[src/rtl/regfile_wb_arbiter.sv]
// ============================================================================
// Module  : regfile_wb_arbiter
// Brief   : Round-robin arbiter sharing one register-file write port among
//           NUM_REQ writeback sources; winner's write is registered (latency 1).
// Revision: 1.0
// ============================================================================
`default_nettype none

module regfile_wb_arbiter #(
  parameter int NUM_REQ = 3,
  parameter int ADDR_W  = 5,
  parameter int DATA_W  = 32
) (
  input  logic                        clk,
  input  logic                        rst,
  input  logic                        hold,
  input  logic [NUM_REQ-1:0]          req_valid,
  input  logic [NUM_REQ*ADDR_W-1:0]   req_addr,
  input  logic [NUM_REQ*DATA_W-1:0]   req_data,
  output logic [NUM_REQ-1:0]          req_ready,
  output logic                        wd_en,
  output logic [ADDR_W-1:0]           wd_sel,
  output logic [DATA_W-1:0]           data,
  output logic [$clog2(NUM_REQ)-1:0]  grant_id
);

  localparam int                c_ID_W    = $clog2(NUM_REQ);
  localparam logic [c_ID_W:0]   c_NUM     = (c_ID_W+1)'(NUM_REQ);
  localparam logic [c_ID_W-1:0] c_LAST_ID = c_ID_W'(NUM_REQ - 1);

  logic [ADDR_W-1:0] w_addr_arr [NUM_REQ];
  logic [DATA_W-1:0] w_data_arr [NUM_REQ];

  genvar gi;
  generate
    for (gi = 0; gi < NUM_REQ; gi++) begin : g_unpack
      assign w_addr_arr[gi] = req_addr[gi*ADDR_W +: ADDR_W];
      assign w_data_arr[gi] = req_data[gi*DATA_W +: DATA_W];
    end
  endgenerate

  logic [c_ID_W-1:0]  r_rr_ptr;
  logic               r_wd_en;
  logic [ADDR_W-1:0]  r_wd_sel;
  logic [DATA_W-1:0]  r_data;
  logic [c_ID_W-1:0]  r_grant_id;

  logic [NUM_REQ-1:0] w_ready;
  logic [c_ID_W-1:0]  w_gnt_idx;
  logic [c_ID_W-1:0]  w_scan_idx;
  logic [c_ID_W:0]    w_sum;
  logic               w_found;
  logic               w_xfer;
  logic [ADDR_W-1:0]  w_gnt_addr;
  logic [DATA_W-1:0]  w_gnt_data;
  logic [c_ID_W-1:0]  w_ptr_next;

  // Scan rr_ptr, rr_ptr+1, ... (mod NUM_REQ); the first valid requester wins.
  always_comb begin
    w_ready    = '0;
    w_gnt_idx  = '0;
    w_scan_idx = '0;
    w_sum      = '0;
    w_found    = 1'b0;
    for (int k = 0; k < NUM_REQ; k++) begin
      w_sum = {1'b0, r_rr_ptr} + (c_ID_W+1)'(k);
      if (w_sum >= c_NUM) begin
        w_sum = w_sum - c_NUM;
      end
      w_scan_idx = w_sum[c_ID_W-1:0];
      if (!w_found && req_valid[w_scan_idx]) begin
        w_found   = 1'b1;
        w_gnt_idx = w_scan_idx;
      end
    end
    if (w_found && !hold && rst) begin
      w_ready[w_gnt_idx] = 1'b1;
    end
  end

  assign w_xfer     = |w_ready;
  assign w_gnt_addr = w_addr_arr[w_gnt_idx];
  assign w_gnt_data = w_data_arr[w_gnt_idx];
  assign w_ptr_next = (w_gnt_idx == c_LAST_ID) ? '0 : w_gnt_idx + 1'b1;

  always_ff @(posedge clk or negedge rst) begin
    if (!rst) begin
      r_rr_ptr   <= '0;
      r_wd_en    <= 1'b0;
      r_wd_sel   <= '0;
      r_data     <= '0;
      r_grant_id <= '0;
    end else begin
      r_wd_en <= 1'b0;
      if (w_xfer) begin
        r_rr_ptr   <= w_ptr_next;
        r_wd_sel   <= w_gnt_addr;
        r_data     <= w_gnt_data;
        r_grant_id <= w_gnt_idx;
        // x0 is hardwired: handshake it but never write it.
        r_wd_en    <= |w_gnt_addr;
      end
    end
  end

  assign req_ready = w_ready;
  assign wd_en     = r_wd_en;
  assign wd_sel    = r_wd_sel;
  assign data      = r_data;
  assign grant_id  = r_grant_id;

endmodule

`default_nettype wire

[config.mk]
export PLATFORM = sky130hd
export DESIGN_NAME = regfile_wb_arbiter
export DESIGN_NICKNAME = d
export VERILOG_FILES = /design/src/rtl/regfile_wb_arbiter.sv
export SDC_FILE = /design/constraint.sdc
export NUM_CORES = 1
export LEC_CHECK = 0
export BUFFER_PORTS_ARGS = -buffer_cell sky130_fd_sc_hd__buf_4
export CORE_MARGIN = 2
export CORE_UTILIZATION = 47
export DETAILED_ROUTE_END_ITERATION = 10
export PLACE_DENSITY = 0.86
export SLEW_MARGIN = 0
export SYNTH_ARGS = -nofsm -noshare
export SYNTH_HDL_FRONTEND = slang
export SYNTH_SLANG_ARGS = --single-unit
[constraint.sdc]
create_clock -name clk -period 3.8 [get_ports clk]
set_input_delay 0.38 -clock clk [delete_from_list [all_inputs] [get_ports clk]]
set_output_delay 0.38 -clock clk [all_outputs]
set_load 0.005 [all_outputs]
==> impl_metrics.tcl <==
set metrics [dict create \
    status "complete, no violations" \
    post_route_cells_drive_above_1_share_pct 44.2 \
    async_flop_share_pct 100 \
    maxCapViolCount 0 \
    drc 0 \
    cts_tree "done" \
    synthCells 264 \
    start_kind "register" \
    critPathSlowestCell "o21a_2" \
    cts_root_buf "clkbuf_8" \
    cp-startpoint "r_rr_ptr[1]" \
    ios 160 \
    finalCriticalPeriod_ns 3.13 \
    slew_headroom_pct 58.5 \
    vias 2597 \
    fmax_mhz 319 \
    grt_antenna_before_repair 0 \
    cts.clk_slew.worst_paths_ns 0.09 \
    grt_pass1_wl_um 11300 \
    drtIter0Drc 141 \
    tns_ns 0 \
    critPathMostFrequentCell "buf_4" \
    yosysWarnings 0 \
    syn_nets 385 \
    grt_max_degree 51 \
    post_cts_buffers 0 \
    synthFlopType "dfrtp_1" \
    core_um2 5470 \
    r2r-end "wd_en" \
    min_path_type "in -> async" \
    slowest_delay_ns 0.48 \
    cts.sinks 42 \
    p_per_area_nw_per_um2 674 \
    leakagePower_nw 2.13 \
    endpoint_kind "primary output" \
    cts_resized 0 \
    fin_cells 486 \
    synth-edff-count 0 \
    cts_hold_buf 0 \
    crit_arrival_ns 2.75 \
    crit_type "reg -> out" \
    wl_per_cell_um 14.8 \
    gp_congestion 0.820 \
    die_w_um 79.3 \
    diodes 0 \
    r2r_setup_slack_ns 0.94 \
    grt_pass1_vias 2580 \
    worst-path-stages 8 \
    setup_viol 0 \
    ant_nets 0 \
    yosys-top-cells-count "42 x dfrtp_1, 37 x mux2i_1, 35 x a21o_1" \
    synthesis.area_um2 2660 \
    fin_nets 534 \
    clock_path_buffers 2 \
    die_area_um2 6280 \
    min_period_over_period_pct 82.5 \
    h-tree-depth 2 \
    irDropWorstVdd_mv 0.454 \
    final_core_utilization_pct 71.9 \
    syn_area_per_cell_um2 10.1 \
    rsz0062_at_grt "false" \
    seq_area_frac_synth_pct 39.5 \
    synth.area.top_cells "dfrtp_1 39%, mux2i_1 14%, a21o_1 9.9%" \
    path_buf_inv 3 \
    worstPathRequired_ns 3.42 \
    synth_top_area_share_pct 39.5 \
    num_rows 27 \
    maxSlewViolCount 0 \
    cp_top_family "buffers and inverters" \
    path_cells "inv_1, ha_1, mux2i_2, nor2_4, o21a_2, buf_4, nor2_1, buf_4" \
    crit_fanout 50 \
    dp_hpwl_um 5740 \
    reg2regPathDepth 9 \
    dp.cells 478 \
    syn2layout_area_growth_pct 47.9 \
    yosysMostFrequentCell "dfrtp_1" \
    skew_ns 0.0111 \
    clkLatencyLatePin_ns 0.29 \
    fillCellCount 432 \
    cts_buffers 5 \
    routed_wl_um 7210 \
    tightest_slew_ns 0.623 \
    r2r_start "r_rr_ptr[1]" \
    worstSetupEndpoint "req_ready[2]" \
    totalPowerFinal_mw 2.65 \
    fp.dieH_um 79.3 \
    ys_ff_latch 42 \
    finalHoldViolations 0 \
    grt_overflow 0 \
    portBuffers 159 \
    grt_usage_pct 22.6 \
    synth_cell_types 36 \
    firstDrtPassIters 4 \
    synth_top_area_cell "dfrtp_1" \
    initial_core_util_pct 48.6 \
    viasPerCell 5.34 \
]
-- report_power, final --
part | total, mW | switching [mW] | internal (mW)
sequential | 0.784 | 0.125 | 0.660
combinational | 1.57 | 0.741 | 0.829
clock | 0.300 | 0.153 | 0.146
-- sequential cells by signal, summed over array words and instances, names as in the netlist --
register	cells
data	32
grant_id	2
r_rr_ptr	2
wd_en	1
wd_sel	5
-- routing by layer --
metal	up-vias	GRT usage [%]	share of wire, %
met4	0	5.17	0.96
met5	-	0	0
met2	115	43.6	52
li1	1262	-	-
met3	9	5.23	7.8
met1	1211	24.9	39
-- stage by stage --
stage	cell area [um^2]	hold slack [ns]	setup WS, ns
2_1_floorplan	2660	0.0844	1.43
3_3_place_gp	3840	0.460	1.08
3_5_place_dp	3840	0.467	0.930
4_1_cts	3940	0.205	0.669
5_1_grt	3940	0.227	0.451
6_report	3940	0.193	0.666
-- logic make-up (layout without fill, tap and decap cells) --
logic type,count (synthesis),count (layout),synth area share [%]
mux,44,44,17.5
flops,42,42,39.5
compound gates,88,88,23.8
simple gates,59,59,10.8
fa+ha+maj,4,4,1.88
buf+inv,27,177,6.54
-- worst reg2reg max path, stage by stage, from the launching register on --
cell      delay, ns
dfrtp_1        0.41
inv_1          0.08
ha_1           0.38
mux2i_1        0.32
nand4b_1       0.13
nand3_1        0.16
mux2_4         0.57
mux2_4         0.37
mux2i_1        0.18
a41oi_1        0.14
-- layout by cell type, fill, tap and decap left out, drive strengths merged --
master,n
o211ai,1
nand3b,3
nand3,1
o21a,2
and3,1
nand2,9
clkinv,1
nor2b,3
buf,164
mux2i,38
nand4b,2
nor3b,2
inv,5
and2,1
a31oi,2
nand2b,3
clkinvlp,1
a211oi,32
dfrtp,42
mux2,6
a21oi,2
a41oi,1
nor2,34
o2111ai,2
clkbuf,6
o21ai,10
a21o,35
ha,4
o221ai,1
-- area by class of cell --
| type | instances | area (um^2) | share of cell area (%) |
|---|---|---|---|
| Timing Repair Buffer | 164 | 1230 | 31.3 |
| Sequential cell | 42 | 1050 | 26.7 |
| Multi-Input combinational cell | 195 | 1450 | 36.8 |
| Clock inverter | 2 | 12.5 | 0.318 |
| Clock buffer | 6 | 82.6 | 2.10 |
| Tap cell | 72 | 90.1 | 2.29 |
| Inverter | 5 | 18.8 | 0.477 |
-- worst min-delay path by stage --
stage / end / slack [ns]
6_report: wd_sel[1] / 0.19
5_1_grt: wd_en / 0.23
4_1_cts: wd_sel[1] / 0.20
2_1_floorplan: data[0] / 0.08
3_5_place_dp: data[3] / 0.47
3_3_place_gp: data[3] / 0.46
(Power assumes the default switching activity.)
